--- config.mk ---
export PLATFORM = sky130hd
export DESIGN_NAME = propagation_time_counter_flat
export DESIGN_NICKNAME = d
export VERILOG_FILES = /design/src/rtl/propagation_time_counter_pkg.sv /design/src/rtl/propagation_time_counter_if.sv /design/src/rtl/sync_rise_detect.sv /design/src/rtl/propagation_time_counter.sv /design/src/flat_wrapper.sv
export SDC_FILE = /design/constraint.sdc
export NUM_CORES = 1
export LEC_CHECK = 0
export ABC_AREA = 1
export BUFFER_PORTS_ARGS = -buffer_cell sky130_fd_sc_hd__buf_2
export CORE_UTILIZATION = 51
export DETAILED_ROUTE_END_ITERATION = 10
export GPL_ROUTABILITY_DRIVEN = 0
export PLACE_DENSITY = 0.71
export SYNTH_ARGS = -nofsm -noshare
export SYNTH_HDL_FRONTEND = slang
export SYNTH_SLANG_ARGS = --single-unit
--- constraint.sdc ---
create_clock -name i_Clk -period 2.1 [get_ports i_Clk]
set_input_delay 0.105 -clock i_Clk [delete_from_list [all_inputs] [get_ports i_Clk]]
set_output_delay 0.105 -clock i_Clk [all_outputs]
set_load 0.02 [all_outputs]
--- src/rtl/propagation_time_counter_pkg.sv ---
// Shared constants and FSM encoding for the propagation time counter and its readout stage.
package propagation_time_counter_pkg;

  localparam int unsigned CNT_W_DEF   = 16;
  localparam int unsigned TIMEOUT_DEF = 50000;

  // Number of COUNT cycles during which the echo pipeline still carries pre-start history
  localparam logic [1:0] BLANK_CYCLES = 2'd2;

  typedef enum logic [1:0] {
    ST_IDLE  = 2'd0,
    ST_COUNT = 2'd1,
    ST_DONE  = 2'd2
  } state_e;

endpackage

--- src/rtl/propagation_time_counter_if.sv ---
// Start/echo inputs and result outputs of the propagation time counter.
interface propagation_time_counter_if
  import propagation_time_counter_pkg::*;
#(
  parameter int unsigned CNT_W = CNT_W_DEF
);
  logic             i_Start;
  logic             i_Echo;
  logic             o_Ready;
  logic             o_Valid;
  logic [CNT_W-1:0] o_Time;
  logic             o_Timeout;
  logic             o_Missed;

  modport master (
    output i_Start, i_Echo,
    input  o_Ready, o_Valid, o_Time, o_Timeout, o_Missed
  );

  modport slave (
    input  i_Start, i_Echo,
    output o_Ready, o_Valid, o_Time, o_Timeout, o_Missed
  );
endinterface

--- src/rtl/sync_rise_detect.sv ---
// Two-flop synchronizer followed by a registered single-cycle rising-edge pulse.
module sync_rise_detect (
  input  logic i_Clk,
  input  logic i_Rst_n,
  input  logic i_Async,
  output logic o_Rise
);
  logic s1_q, s2_q, hist_q, rise_q;

  always_ff @(posedge i_Clk) begin
    if (!i_Rst_n) begin
      s1_q   <= 1'b0;
      s2_q   <= 1'b0;
      hist_q <= 1'b0;
      rise_q <= 1'b0;
    end else begin
      s1_q   <= i_Async;
      s2_q   <= s1_q;
      hist_q <= s2_q;
      rise_q <= s2_q & ~hist_q;
    end
  end

  assign o_Rise = rise_q;
endmodule

--- src/rtl/propagation_time_counter.sv ---
// Measures clock cycles from a start rising edge to the next echo rising edge, with timeout.
module propagation_time_counter
  import propagation_time_counter_pkg::*;
#(
  parameter int unsigned CNT_W   = CNT_W_DEF,
  parameter int unsigned TIMEOUT = TIMEOUT_DEF
) (
  input  logic                        i_Clk,
  input  logic                        i_Rst_n,
  propagation_time_counter_if.slave   bus
);
  localparam logic [CNT_W-1:0] TIMEOUT_C = CNT_W'(TIMEOUT);

  state_e           state_q, state_d;
  logic [CNT_W-1:0] cnt_q, cnt_d;
  logic [1:0]       arm_q, arm_d;
  logic [CNT_W-1:0] time_q, time_d;
  logic             tmo_q, tmo_d;
  logic             valid_q, valid_d;
  logic             ready_q, ready_d;
  logic             missed_q, missed_d;
  logic             start_prev_q;
  logic             start_edge, echo_rise, armed, timeout_hit;

  sync_rise_detect u_echo_sync (
    .i_Clk   (i_Clk),
    .i_Rst_n (i_Rst_n),
    .i_Async (bus.i_Echo),
    .o_Rise  (echo_rise)
  );

  assign start_edge = bus.i_Start & ~start_prev_q;
  // cnt_q holds N of the echo pulse currently visible once the blanking cycles have elapsed
  assign armed       = (arm_q == BLANK_CYCLES);
  assign timeout_hit = armed && (cnt_q == TIMEOUT_C);

  always_comb begin
    state_d  = state_q;
    cnt_d    = cnt_q;
    arm_d    = arm_q;
    time_d   = time_q;
    tmo_d    = tmo_q;
    valid_d  = 1'b0;
    ready_d  = ready_q;
    missed_d = missed_q;
    unique case (state_q)
      ST_IDLE: begin
        if (start_edge) begin
          state_d = ST_COUNT;
          cnt_d   = '0;
          arm_d   = '0;
          ready_d = 1'b0;
        end
      end
      ST_COUNT: begin
        if (start_edge) missed_d = 1'b1;
        if (armed && echo_rise) begin
          state_d = ST_DONE;
          valid_d = 1'b1;
          time_d  = cnt_q;
          tmo_d   = 1'b0;
        end else if (timeout_hit) begin
          state_d = ST_DONE;
          valid_d = 1'b1;
          time_d  = TIMEOUT_C;
          tmo_d   = 1'b1;
        end else if (!armed) begin
          arm_d = arm_q + 2'd1;
        end else begin
          cnt_d = cnt_q + CNT_W'(1);
        end
      end
      ST_DONE: begin
        if (start_edge) missed_d = 1'b1;
        state_d = ST_IDLE;
        ready_d = 1'b1;
      end
      default: begin
        state_d = ST_IDLE;
        ready_d = 1'b1;
      end
    endcase
  end

  always_ff @(posedge i_Clk) begin
    if (!i_Rst_n) begin
      state_q      <= ST_IDLE;
      cnt_q        <= '0;
      arm_q        <= '0;
      time_q       <= '0;
      tmo_q        <= 1'b0;
      valid_q      <= 1'b0;
      ready_q      <= 1'b1;
      missed_q     <= 1'b0;
      start_prev_q <= 1'b0;
    end else begin
      state_q      <= state_d;
      cnt_q        <= cnt_d;
      arm_q        <= arm_d;
      time_q       <= time_d;
      tmo_q        <= tmo_d;
      valid_q      <= valid_d;
      ready_q      <= ready_d;
      missed_q     <= missed_d;
      start_prev_q <= bus.i_Start;
    end
  end

  assign bus.o_Ready   = ready_q;
  assign bus.o_Valid   = valid_q;
  assign bus.o_Time    = time_q;
  assign bus.o_Timeout = tmo_q;
  assign bus.o_Missed  = missed_q;
endmodule

--- src/flat_wrapper.sv ---
// flat-port wrapper written by rule: the top's interface ports become plain ports
module propagation_time_counter_flat import propagation_time_counter_pkg::*;
#(
  parameter int unsigned CNT_W   = CNT_W_DEF,
  parameter int unsigned TIMEOUT = TIMEOUT_DEF
)
  (i_Clk, i_Rst_n, bus_i_Start, bus_i_Echo, bus_o_Ready, bus_o_Valid, bus_o_Time, bus_o_Timeout, bus_o_Missed);
  propagation_time_counter_if #(.CNT_W(CNT_W)) bus_i ();
  input  logic i_Clk;
  input  logic i_Rst_n;
  input wire logic [$bits(bus_i.i_Start)-1:0] bus_i_Start;
  input wire logic [$bits(bus_i.i_Echo)-1:0] bus_i_Echo;
  output wire logic [$bits(bus_i.o_Ready)-1:0] bus_o_Ready;
  output wire logic [$bits(bus_i.o_Valid)-1:0] bus_o_Valid;
  output wire logic [$bits(bus_i.o_Time)-1:0] bus_o_Time;
  output wire logic [$bits(bus_i.o_Timeout)-1:0] bus_o_Timeout;
  output wire logic [$bits(bus_i.o_Missed)-1:0] bus_o_Missed;
  assign bus_i.i_Start = bus_i_Start;
  assign bus_i.i_Echo = bus_i_Echo;
  assign bus_o_Ready = bus_i.o_Ready;
  assign bus_o_Valid = bus_i.o_Valid;
  assign bus_o_Time = bus_i.o_Time;
  assign bus_o_Timeout = bus_i.o_Timeout;
  assign bus_o_Missed = bus_i.o_Missed;
  propagation_time_counter #(.CNT_W(CNT_W), .TIMEOUT(TIMEOUT)) u_core (.i_Clk(i_Clk), .i_Rst_n(i_Rst_n), .bus(bus_i));
endmodule
Word level (Yosys, flattened, before mapping) --
Cells that the tools add are included.
Word-level totals: register bits 45, input bits 4, output and inout port bits 20, logic and storage cells 65
Operators by class: $add $sub $neg 2, equal/unequal tests 10, muxes and demuxes 22, bitwise gates (word level) 5, reductions and logical operators 13
Operator list (count):
- two-way mux 16 bit | 6
- one-hot mux 16 bit (2 select lines) | 1
- adder 16 x 1 -> 16 bit (second input constant) | 1
- == test 16 bit (second input constant) | 1
- two-way mux 2 bit | 7
- AND reduction 2 bit | 5
- AND reduction 5 bit | 2
- one-hot mux 2 bit (2 select lines) | 2
- != test 2 bit (second input constant) | 3
- two-way mux 1 bit | 5
- == test 2 bit (second input constant) | 2
- != test 2 x 1 -> 1 bit (second input constant) | 2
- nonzero test 2 bit | 2
- != test 3 x 1 -> 1 bit (second input constant) | 1
- NOT 1 bit | 3
- adder 2 x 1 -> 2 bit (second input constant) | 1
- AND 1 bit | 2
- == test 2 x 1 -> 1 bit (second input constant) | 1
- logical AND 1 bit | 2
- zero test 2 bit | 1
- one-hot mux 1 bit (2 select lines) | 1
- OR reduction 2 bit | 1

Longest topological paths before layout --
depth after elaboration 5, depth in mapped cells 12, depth with buffers taken out 12

Cells and area by module --
A second synthesis with hierarchy kept.
Unflattened totals: cell total of the unflattened synthesis 333, area, all modules 2322.2 µm²
Modules (own cells, without submodules):
- propagation_time_counter | times used 1, cells each 322, area each 2213.4 µm², seq. area each 820.8 µm²
- sync_rise_detect | times used 1, cells each 11, area each 108.9 µm², seq. area each 80.1 µm²

Least setup slack after synthesis --
OpenSTA, ideal clock, no wires.
path kind register to register, from register u_core.state_q[1], to register u_core.cnt_q[2], setup time 0.116 ns, arrival 1.469 ns, setup slack 0.515 ns, cell stages (with the launch flop) 11, buffers on the path 2, clock period less this slack 1.585 ns, path through dfxtp_1 inv_1 ha_1 buf_4 nand3_1 nand3_1 inv_2 nand3_2 buf_6 o21ai_0 nor2_1
Between the ends: word-level cells in the longest chain between the ends 3, elaborated cells on any way between the ends 9, those cells by class eq/ne: 5; mux: 1; reduce/logical: 3
RTL lines:
- from (decl) | line propagation_time_counter.sv:14 | state_e state_q, state_d;
- from (signal assigned) | line propagation_time_counter.sv:97 | state_q <= state_d;
- == test 2 x 1 -> 1 bit / zero test 2 bit (equally long branches) | line propagation_time_counter.sv:46 | unique case (state_q)
- != test 2 x 1 -> 1 bit (no line) (tied with other cells)
- AND reduction 5 bit (no line)
- to (signal assigned) | line propagation_time_counter.sv:98 | cnt_q <= cnt_d;
- to (decl) | line propagation_time_counter.sv:15 | logic [CNT_W-1:0] cnt_q, cnt_d;
Parallel ways exist; a longest one is shown, timed or not. A chain may end at the register's enable or synchronous reset.

Worst setup path after layout --
from register u_core.cnt_q[1], to register u_core.cnt_q[11]
Between the ends: word-level cells in the longest chain between the ends 5, elaborated cells on any way between the ends 9, those cells by class add/sub: 1; eq/ne: 2; mux: 4; reduce/logical: 2
RTL lines:
- adder 16 x 1 -> 16 bit | line propagation_time_counter.sv:70 | cnt_d = cnt_q + CNT_W'(1);
- two-way mux 16 bit | line propagation_time_counter.sv:67 | end else if (!armed) begin
- two-way mux 16 bit | line propagation_time_counter.sv:62 | end else if (timeout_hit) begin
- two-way mux 16 bit | line propagation_time_counter.sv:57 | if (armed && echo_rise) begin
- one-hot mux 16 bit (2 select lines) | line propagation_time_counter.sv:46
Parallel ways exist; a longest one is shown, timed or not. The select of a mux whose other input is x is not followed.

==> metrics.txt <==
DP Area=between 2000 and 2500 um2; diode count=0; Peak VDD IR=0.0005345 V; row cnt=24; clock power share=between 20% and 30%; GRT overflow=0; CP Capture Type=register; vias in the first global route=about 1800; Buffers on Ports=23; clock skew=around 0.011 ns; Layout Cell Area excl Fill=between 2000 and 3000 um2; Clock Path Buffers=2; post-layout minimum cycle time=about 1.9 ns; post-synthesis simple-gate area fraction=between 30% and 40%; CP max stage cell=dfxtp_1; Most common cell on crit path=nand2_1; synth warn=0; Total Power=approximately 2.5 mW; most frequent cell after synthesis=nand2_1; starting density of the core=a little over half; Die Wd=approximately 70 um; Root Buffer=clkbuf_8; area taken by multi-input logic gates=1159 um2; Die Y-Extent=approximately 70 um; R2R Setup Slk=between 0.2 and 0.25 ns; Crit path depth=12; measured slew at the worst slew-check pin=roughly 0.34 ns; Layout Nets=between 300 and 400; area leader, netlist=dfxtp_1; unrepaired setup endpoints after global routing=false; Clock Sinks=45; DRT antenna net count=0; TritonCTS buffer count=5; clock latency on the worst-skew pair=about 0.30 ns; most common library cells after synthesis=112 x nand2_1, 56 x inv_1, 45 x dfxtp_1; Seq pwr share=between 40% and 50%; Final Hold Vio Count=0; worst path arrival time=around 2.1 ns; Slew HR=77.19%; Synth Cell Area=2355 um2; drt pass-1 iters=6; Setup TNS Final=0 ns; area share of the largest cell type after synthesis=38.26%; CTS tree=done; hold wc startpoint=bus_i_Start; Avg Synthesized Cell Area=6.614 um2; worst r2r dst=u_core.cnt_q[11]; Post-CTS Resized=0; WL per Instance=roughly 11 um; worst setup margin=~0.24 ns; 1st-iter DRT viols=about 150; Pwr Density=936.9 nW/um2; worst path buffer plus inverter count=3; area delta synth->final=11.48%; die footprint=a little under 5000 um2; run status=finished clean; FMAX=0.5378 GHz; Pint=between 1.5 and 2 mW; sequential cell area fraction in the yosys report=roughly two fifths; drt drc=0; part of the cycle the worst path needs=between 80 and 90%; Most used DFF post-synth=dfxtp_1; max-slew violation count=0; worst hold endpoint=u_core.start_prev_q; register area=about 900 um2; critical-path cell list=inv_1 -> ha_1 -> nand2_1 -> inv_1 -> nand2_1 -> nor2_4 -> nand3_4 -> nand3_2 -> nand2_1 -> nand2_1 -> nand2_1 -> inv_1; Largest stage delay, worst path=0.43 ns; R2R Path Start=u_core.cnt_q[1]; ys async rst share=0%; Post-Place Setup Slack=roughly 0.27 ns; Synth Instances=around 360; layout cells sized above 1=~14%; synthesis-stage register bit count=between 40 and 50; GRT Total Usage=between 20% and 30%; Top Ports=24; Crit Path Class=reg2reg; max cap viols=0; Hold WS=around 0.013 ns; largest family of logic cells by synthesized area=simple AND/OR/NAND/NOR gates; synth unique cells=27; largest cells by area after synthesis=dfxtp_1 38%, nand2_1 18%, inv_1 8.9%, nor2_1 6.5%, nand3_1 4.7%; switching share of power=35.72%; Synth Area in Adders=between 2 and 3%; logic gate share of total power=between 30% and 40%; first-pass GRT wire length=roughly 8.2 mm; Compound-Gate Fraction of Synth Area=a little under a tenth; NetSw=approximately 0.9 mW; Post-synth EDFFs=0; via count=~2100; Synth Area in XOR/XNOR=0%; largest net degree at the start of global routing=25; worst hold path class=in2reg; mux cell area share after synthesis=0%; Leakage Power=about 1.3 nW; H-tree levels=2; DP HPWL=roughly 3.6 mm; initial antenna violation count=0; Hold Crit Depth=3; crit-path leading delay family=simple AND/OR/NAND/NOR gates; type of origin of the critical path=register; WL final=~4.9 mm; syn nets=365; Critical Path RT=around 2.3 ns; CTS clock-pin slew for the worst setup and hold paths=0.09 ns; DR vias/cell=between 4 and 5; Worst Path Max Fanout=15; FF-to-FF path depth=12; placeable core area=around 4400 um2; setup violators final=0; # fillers=420
-- final cells by class --
| cell class | count | area share, % |
|---|---|---|
| Multi-Input combinational cell | 240 | 44.14 |
| Sequential cell | 45 | 34.32 |
| Inverter | 59 | 8.437 |
| Timing Repair Buffer | 29 | 6.196 |
| Clock buffer | 7 | 3.289 |
| Tap cell | 52 | 2.479 |
| Clock inverter | 1 | 1.144 |
-- worst max path at each step --
| stage | to | slack [ns] | start |
|---|---|---|---|
| final | u_core.cnt_q[11] | 0.24 | u_core.cnt_q[1] |
| after global routing | u_core.cnt_q[5] | 0.07 | u_core.cnt_q[0] |
| after CTS | u_core.cnt_q[11] | 0.26 | u_core.cnt_q[1] |
| after detailed placement | u_core.cnt_q[11] | 0.27 | u_core.state_q[1] |
| after global placement | u_core.cnt_q[5] | 0.33 | u_core.cnt_q[0] |
| after floorplan | u_core.cnt_q[2] | 0.51 | u_core.state_q[1] |
-- cell families (layout without fill, tap and decap cells) --
| kind of cell | after synthesis | after routing |
|---|---|---|
| AO/OA/AOI/OAI | 35 | 35 |
| buffers and inverters | 71 | 96 |
| adder cells (fa/ha/maj) | 5 | 5 |
| AND/OR/NAND/NOR | 200 | 200 |
| flip-flops | 45 | 45 |
-- power by group through the flow --
| stage | sequential [mW] | clock (mW) | combinational [mW] |
|---|---|---|---|
| 2_1_floorplan | 1.01 | 0 | 0.655 |
| 5_1_grt | 1.00 | 0.715 | 0.905 |
| 4_1_cts | 0.992 | 0.680 | 0.792 |
| 3_3_place_gp | 1.01 | 0 | 0.775 |
| 6_report | 0.993 | 0.672 | 0.794 |
| 3_5_place_dp | 1.01 | 0 | 0.787 |
-- repair_timing --
action	CTS	global route
hold buffers	1	0
setup endpoints to repair	0	0
setup buffers	0	0
endpoints found under the hold margin	1	0
-- sequential cells by signal, summed over array words and instances (netlist names) --
signal and cells:
u_core.start_prev_q 1, u_core.bus.o_Ready 1, u_core.u_echo_sync.hist_q 1, u_core.state_q 2, u_core.bus.o_Time 16, u_core.cnt_q 16
u_core.u_echo_sync.s2_q 1, u_core.bus.o_Missed 1, u_core.bus.o_Valid 1, u_core.u_echo_sync.o_Rise 1, u_core.arm_q 2, u_core.u_echo_sync.s1_q 1
u_core.bus.o_Timeout 1
-- through the flow --
step | cells | util (%)
after detailed placement | 424 | 56.99
after CTS | 433 | 59.87
after floorplan | 356 | -
after global routing | 433 | 59.87
after global placement | 424 | 56.99
final | 433 | 59.87
-- worst register-to-register path, cell delays in order, from the launching register on --
cell and delay (ns):
dfxtp_1 0.43, inv_1 0.07, ha_1 0.18, nand2_1 0.07
inv_1 0.04, nand2_1 0.10, nor2_4 0.05, nand3_4 0.14
nand3_2 0.29, nand2_1 0.22, nand2_1 0.07, nand2_1 0.06
inv_1 0.03
-- per-layer routing --
metal	wire, um	vias to the layer above	track usage (%)
li1	-	1154	-
met1	2357	891	27.34
met2	2195	68	34.08
met3	281	8	4.329
met4	87	0	7.556
met5	0	-	0
-- cell usage in the layout (no fill, tap or decap), types with 2 or more instances in the layout --
cell and n:
ha_1 5, o21ai_2 9, buf_2 23, dfxtp_1 45, nor2_4 3, clkbuf_8 6, a21oi_1 11, nand4_1 15
nor2_1 41, buf_4 5, nand2_4 2, o21ai_0 12, inv_2 2, inv_1 56, nand2_1 112, nand3_1 22
Note: power is estimated with default switching activity, not from simulation.
